## src/rtl/sys_cmd_ctrl.sv

```systemverilog
// sys_cmd_ctrl: UART command decoder driving register file, ALU and TX FIFO pushes
module sys_cmd_ctrl #(
  parameter int DATA_WIDTH    = 8,
  parameter int ADDR_WIDTH    = 4,
  parameter int ALU_OUT_WIDTH = 16,
  parameter int FUN_WIDTH     = 4
) (
  input  logic                     CLK,
  input  logic                     RST,
  input  logic [DATA_WIDTH-1:0]    RX_P_DATA,
  input  logic                     RX_D_VLD,
  input  logic [DATA_WIDTH-1:0]    RdData,
  input  logic                     RdData_Valid,
  input  logic [ALU_OUT_WIDTH-1:0] ALU_OUT,
  input  logic                     OUT_Valid,
  input  logic                     FIFO_FULL,
  output logic                     WrEn,
  output logic                     RdEn,
  output logic [ADDR_WIDTH-1:0]    Address,
  output logic [DATA_WIDTH-1:0]    WrData,
  output logic                     ALU_EN,
  output logic [FUN_WIDTH-1:0]     ALU_FUN,
  output logic                     CLK_GATE_EN,
  output logic [DATA_WIDTH-1:0]    WR_DATA,
  output logic                     WR_INC
);
  typedef enum logic [3:0] {
    S_IDLE, S_WR_ADDR, S_WR_DATA, S_RD_ADDR, S_RD_WAIT, S_OPA, S_OPB,
    S_FUN, S_ALU_WAIT, S_PUSH_LO, S_PUSH_HI
  } state_t;
  state_t                   state_q, state_d;
  logic                     wr_en_q, wr_en_d, rd_en_q, rd_en_d;
  logic [ADDR_WIDTH-1:0]    address_q, address_d;
  logic [DATA_WIDTH-1:0]    reg_data_q, reg_data_d;
  logic                     alu_en_q, alu_en_d, clk_gate_en_q, clk_gate_en_d;
  logic [FUN_WIDTH-1:0]     alu_fun_q, alu_fun_d;
  logic [DATA_WIDTH-1:0]    fifo_data_q, fifo_data_d;
  logic                     wr_inc_q, wr_inc_d;
  logic [ALU_OUT_WIDTH-1:0] result_q, result_d;
  logic                     two_byte_q, two_byte_d;
  logic                     can_push;
  assign can_push = !FIFO_FULL && !wr_inc_q;
  // frame decoding, strobes and push sequencing; a push waits one cycle after the previous one so WR_INC never stays high
  always_comb begin
    state_d       = state_q;
    wr_en_d       = 1'b0;
    rd_en_d       = 1'b0;
    wr_inc_d      = 1'b0;
    address_d     = address_q;
    reg_data_d    = reg_data_q;
    alu_en_d      = alu_en_q;
    clk_gate_en_d = clk_gate_en_q;
    alu_fun_d     = alu_fun_q;
    fifo_data_d   = fifo_data_q;
    result_d      = result_q;
    two_byte_d    = two_byte_q;
    case (state_q)
      S_IDLE:
        if (RX_D_VLD)
          state_d = RX_P_DATA == DATA_WIDTH'(8'hAA) ? S_WR_ADDR :
                    RX_P_DATA == DATA_WIDTH'(8'hBB) ? S_RD_ADDR :
                    RX_P_DATA == DATA_WIDTH'(8'hCC) ? S_OPA :
                    RX_P_DATA == DATA_WIDTH'(8'hDD) ? S_FUN : S_IDLE;
      S_WR_ADDR:
        if (RX_D_VLD) begin
          address_d = RX_P_DATA[ADDR_WIDTH-1:0];
          state_d   = S_WR_DATA;
        end
      S_WR_DATA:
        if (RX_D_VLD) begin
          reg_data_d = RX_P_DATA;
          wr_en_d    = 1'b1;
          state_d    = S_IDLE;
        end
      S_RD_ADDR:
        if (RX_D_VLD) begin
          address_d = RX_P_DATA[ADDR_WIDTH-1:0];
          rd_en_d   = 1'b1;
          state_d   = S_RD_WAIT;
        end
      S_RD_WAIT:
        if (RdData_Valid) begin
          result_d   = ALU_OUT_WIDTH'(RdData);
          two_byte_d = 1'b0;
          state_d    = S_PUSH_LO;
        end
      S_OPA:
        if (RX_D_VLD) begin
          address_d  = ADDR_WIDTH'(0);
          reg_data_d = RX_P_DATA;
          wr_en_d    = 1'b1;
          state_d    = S_OPB;
        end
      S_OPB:
        if (RX_D_VLD) begin
          address_d  = ADDR_WIDTH'(1);
          reg_data_d = RX_P_DATA;
          wr_en_d    = 1'b1;
          state_d    = S_FUN;
        end
      S_FUN:
        if (RX_D_VLD) begin
          alu_fun_d     = RX_P_DATA[FUN_WIDTH-1:0];
          alu_en_d      = 1'b1;
          clk_gate_en_d = 1'b1;
          state_d       = S_ALU_WAIT;
        end
      S_ALU_WAIT:
        if (OUT_Valid) begin
          result_d      = ALU_OUT;
          two_byte_d    = 1'b1;
          alu_en_d      = 1'b0;
          clk_gate_en_d = 1'b0;
          state_d       = S_PUSH_LO;
        end
      S_PUSH_LO:
        if (can_push) begin
          wr_inc_d    = 1'b1;
          fifo_data_d = result_q[DATA_WIDTH-1:0];
          state_d     = two_byte_q ? S_PUSH_HI : S_IDLE;
        end
      S_PUSH_HI:
        if (can_push) begin
          wr_inc_d    = 1'b1;
          fifo_data_d = result_q[ALU_OUT_WIDTH-1:DATA_WIDTH];
          state_d     = S_IDLE;
        end
      default: state_d = S_IDLE;
    endcase
  end
  // state and registered outputs; reset aborts any frame in flight
  always_ff @(posedge CLK or posedge RST) begin
    if (RST) begin
      state_q       <= S_IDLE;
      wr_en_q       <= 1'b0;
      rd_en_q       <= 1'b0;
      address_q     <= '0;
      reg_data_q    <= '0;
      alu_en_q      <= 1'b0;
      clk_gate_en_q <= 1'b0;
      alu_fun_q     <= '0;
      fifo_data_q   <= '0;
      wr_inc_q      <= 1'b0;
      result_q      <= '0;
      two_byte_q    <= 1'b0;
    end else begin
      state_q       <= state_d;
      wr_en_q       <= wr_en_d;
      rd_en_q       <= rd_en_d;
      address_q     <= address_d;
      reg_data_q    <= reg_data_d;
      alu_en_q      <= alu_en_d;
      clk_gate_en_q <= clk_gate_en_d;
      alu_fun_q     <= alu_fun_d;
      fifo_data_q   <= fifo_data_d;
      wr_inc_q      <= wr_inc_d;
      result_q      <= result_d;
      two_byte_q    <= two_byte_d;
    end
  end
  assign WrEn        = wr_en_q;
  assign RdEn        = rd_en_q;
  assign Address     = address_q;
  assign WrData      = reg_data_q;
  assign ALU_EN      = alu_en_q;
  assign ALU_FUN     = alu_fun_q;
  assign CLK_GATE_EN = clk_gate_en_q;
  assign WR_DATA     = fifo_data_q;
  assign WR_INC      = wr_inc_q;
endmodule

```

## config.mk

```make
export PLATFORM = sky130hd
export DESIGN_NAME = sys_cmd_ctrl
export DESIGN_NICKNAME = d
export VERILOG_FILES = /design/src/rtl/sys_cmd_ctrl.sv
export SDC_FILE = /design/constraint.sdc
export NUM_CORES = 1
export LEC_CHECK = 0
export CAP_MARGIN = 10
export CORE_UTILIZATION = 43
export DETAILED_ROUTE_END_ITERATION = 7
export PLACE_DENSITY = 0.77
export SLEW_MARGIN = 40
export SYNTH_ARGS = -nofsm -noshare
export SYNTH_HDL_FRONTEND = slang
export SYNTH_SLANG_ARGS = --single-unit
```

## constraint.sdc

```tcl
create_clock -name CLK -period 1.6 [get_ports CLK]
set_clock_uncertainty 0.05 [all_clocks]
set_input_delay 0.32 -clock CLK [delete_from_list [all_inputs] [get_ports CLK]]
set_output_delay 0.32 -clock CLK [all_outputs]
set_load 0.1 [all_outputs]
```

==> reports/qor.yml <==
signal_arrival_time_at_the_worst_endpoint_ps: 2030
route.top_layer_used: "met4"
post-route-min-period_ps: 1860
synth_top_area_frac: 0.514
setup_viol_count_final: 34
synth.area.top_cells: "sky130_fd_sc_hd__dfrtp_1 51%, sky130_fd_sc_hd__mux2_2 13%, sky130_fd_sc_hd__mux2i_1 3.4%"
number_of_levels_in_the_clock_h_tree: 2
top_level_pins: 67
dr_wl_met2_mm: 3.92
syn_nets: 242
tightestPinTransition_ps: 499
antenna_found_initial: 0
floorplan.initialDensity: 0.455
mean_syn_cell_area_um2: 11.7
slowest_stage: "sky130_fd_sc_hd__dfrtp_2"
final-instance-count-excl-fill: 385
cp-end-kind: "flop"
critPathMaxFanout: 4
synth.largest_area_cell: "sky130_fd_sc_hd__dfrtp_1"
hold_slack_final_ps: 259
rr_worst_depth: 5
synth-edff-count: 0
yosysWarningCount: 0
drt_pre_antenna_iters: 4
max_freq_mhz: 537
netlist-cell-type-count: 43
vias_per_cell: 5.59
post-route-worst-setup-slack_ps: -261
category_of_the_critical_setup_timing_path: "reg -> reg"
ff2ff_setup_slack_ps: -260
placed_cells: 366
die_x_um: 76.5
synth-seq-cells: 49
antenna_cells: 0
power.density_cell_area_nw_per_um2: 2020
cp_num_buf_inv: 1
timing_hold_violations_final: 0
grt_overflow: 0
placeableCoreArea_um2: 5240
grt_max_degree: 19
cts_max_path_buffers: 2
worst_path_largest_cell_delay_ps: 480
share_of_synthesized_flip_flops_with_an_asynchronous_set_or_reset: 1.00
final_core_utilization: 0.799
tritoncts_clock_tree: "built"
mappedNetlistArea_um2: 2380
crit-reg2reg-launch: "state_q[1]"
cts.clk_slew.worst_paths_ps: 100
die_area_um2: 5840
m1WireLength_mm: 3.06
dieHeight_um: 76.5
detailedPlacementHpwl_mm: 4.42
cts_hold_buffers: 0
grt_pass1_vias: 2186
critical_path.top_delay_family: "compound AO/OA/AOI/OAI gates"
crit_chain: "buf_6, or3b_4, a32oi_4, a41oi_2, a41oi_2"
worstHoldPathType: "in -> async"
vias: 2151
critPathLaunchType: "flop"
numClockSinks: 49
multi_input_area_um2: 1270
root_buffer: "sky130_fd_sc_hd__clkbuf_8"
numCtsBuffers: 5
finalNetCount: 352
drcViolationCount: 0
grt_pass1_wl_mm: 12.0
wl_mm: 7.70
place.port_buffers: 66
timing.final.max_slew_violations: 0
grt_util_all_layers: 0.271
critPathMostFrequentCell: "sky130_fd_sc_hd__a41oi_2"
synthFlopType: "sky130_fd_sc_hd__dfrtp_1"
worst_ir_drop_vdd_uv: 1130
run_status: "complete, but fails checks"
rsz0062_at_grt: "yes"
total_power_mw: 8.45
seq_area_frac_synth: 0.514
layout.area.seq_um2: 1230
clk-insertion-delay-late_ps: 320
drtIter0Drc: 227
post_drt_wl_per_cell_um: 20.0
flow.area_growth_from_synthesis_pct: 75.5
routabilityCongestion: 0.900
timing.slew.headroom: 0.663
worst-endpoint-required_ps: 1770
wl_met3_um: 489
timing.rr.end: "state_q[3]"
fin_crit_sh: 1.16
maxCapViolCount: 0
post_route_cells_drive_above_1_share: 0.489
failed_checks: "negative setup slack"
detail-route-antenna-nets: 0
total_leakage_power_nw: 1.82
synthesis.instances: 204
nFillCells: 284
num_rows: 26
repair_timing:
| item | in CTS | in global routing |
|---|---|---|
| gates resized for setup | 46 | 29 |
| setup buffers | 7 | 4 |
| endpoints found under the setup margin | 42 | 46 |
| pin swaps | 11 | 7 |
| cloned | 1 | 0 |
cell families after synthesis:
group | after synthesis | share of synthesized area
xor gates and xnor gates | 2 | 0.00735
buffers and inverters | 18 | 0.0462
AOI/OAI and AO/OA | 44 | 0.138
DFF | 49 | 0.514
and+or+nand+nor | 55 | 0.127
muxes | 36 | 0.167
final cells by class:
type                            instances  area share
Sequential cell                        49       0.295
Multi-Input combinational cell        137       0.303
Tap cell                               70      0.0209
Clock inverter                          2     0.00359
Timing Repair Buffer                  116       0.356
Clock buffer                            6      0.0173
Inverter                                5     0.00449
where the power goes:
part,switching (mW),internal [mW]
sequential,0.457,1.68
combinational,3.03,2.52
clock,0.452,0.309
state kept, by name, summed over array words and instances, names as in the netlist:
register / count
WR_INC: 1
Address: 4
ALU_FUN: 4
WR_DATA: 8
CLK_GATE_EN: 1
result_q: 16
WrData: 8
state_q: 4
RdEn: 1
two_byte_q: 1
WrEn: 1
worst reg2reg max path, cell delays in order, from the launching register on:
cell                      delay (ps)
sky130_fd_sc_hd__dfrtp_2         480
sky130_fd_sc_hd__buf_6           150
sky130_fd_sc_hd__or3b_4          410
sky130_fd_sc_hd__a32oi_4         290
sky130_fd_sc_hd__a41oi_2         170
sky130_fd_sc_hd__a41oi_2         220
Yosys cell counts, types with 2 or more instances:
library cell / n
sky130_fd_sc_hd__dfrtp_1: 49
sky130_fd_sc_hd__mux2_2: 27
sky130_fd_sc_hd__nand2_1: 21
sky130_fd_sc_hd__o21ai_0: 12
sky130_fd_sc_hd__a22o_1: 8
sky130_fd_sc_hd__mux2i_1: 8
sky130_fd_sc_hd__buf_2: 7
sky130_fd_sc_hd__nor2_1: 6
sky130_fd_sc_hd__inv_1: 5
sky130_fd_sc_hd__a21oi_1: 4
sky130_fd_sc_hd__nand3_1: 4
sky130_fd_sc_hd__and3_1: 3
sky130_fd_sc_hd__buf_4: 3
sky130_fd_sc_hd__buf_6: 3
sky130_fd_sc_hd__nand2b_1: 3
sky130_fd_sc_hd__nor3_1: 3
sky130_fd_sc_hd__nor3b_1: 3
sky130_fd_sc_hd__o22ai_1: 3
sky130_fd_sc_hd__a21o_1: 2
sky130_fd_sc_hd__a41oi_1: 2
sky130_fd_sc_hd__and2_1: 2
sky130_fd_sc_hd__nand3b_1: 2
sky130_fd_sc_hd__nor2b_1: 2
sky130_fd_sc_hd__nor4bb_1: 2
sky130_fd_sc_hd__o21ai_1: 2
stage by stage:
stage / instance area (um2) / TNS, ps / worst slack [ps]
after floorplan: 2390 / -656 / -66.6
after global placement: 3700 / -5560 / -242
after detailed placement: 3700 / -6720 / -302
after CTS: 4080 / -1830 / -128
after global routing: 4180 / -5240 / -278
final: 4180 / -4140 / -261
worst max path at each step:
stage / slack [ps] / startpoint / depth (start not counted) / endpoint
after floorplan: -70 / state_q[2] / 5 / result_q[1]
after global placement: -240 / RdData_Valid / 5 / result_q[1]
after detailed placement: -300 / RdData_Valid / 5 / result_q[7]
after CTS: -130 / state_q[2] / 4 / result_q[7]
after global routing: -280 / state_q[1] / 5 / state_q[3]
final: -260 / state_q[1] / 5 / state_q[3]
layer usage:
metal	track usage	vias to the layer above
met2	0.448	106
li1	-	949
met1	0.341	1069
met5	0	-
met4	0.110	0
met3	0.0635	27
cell usage in the layout (no fill, tap or decap), types with 3 or more instances in the layout:
cell / instances
sky130_fd_sc_hd__mux2i_1: 8
sky130_fd_sc_hd__buf_6: 15
sky130_fd_sc_hd__a22o_1: 8
sky130_fd_sc_hd__clkdlybuf4s50_1: 37
sky130_fd_sc_hd__o21ai_1: 8
sky130_fd_sc_hd__o21ai_2: 3
sky130_fd_sc_hd__dfrtp_1: 43
sky130_fd_sc_hd__buf_4: 27
sky130_fd_sc_hd__nor2_1: 3
sky130_fd_sc_hd__a21oi_1: 3
sky130_fd_sc_hd__inv_1: 4
sky130_fd_sc_hd__mux2_4: 13
sky130_fd_sc_hd__dfrtp_2: 6
sky130_fd_sc_hd__o21ai_0: 4
sky130_fd_sc_hd__mux2_2: 15
sky130_fd_sc_hd__nand2_1: 20
sky130_fd_sc_hd__buf_12: 36
sky130_fd_sc_hd__clkbuf_8: 5
Power figures use the tool's default switching activity.
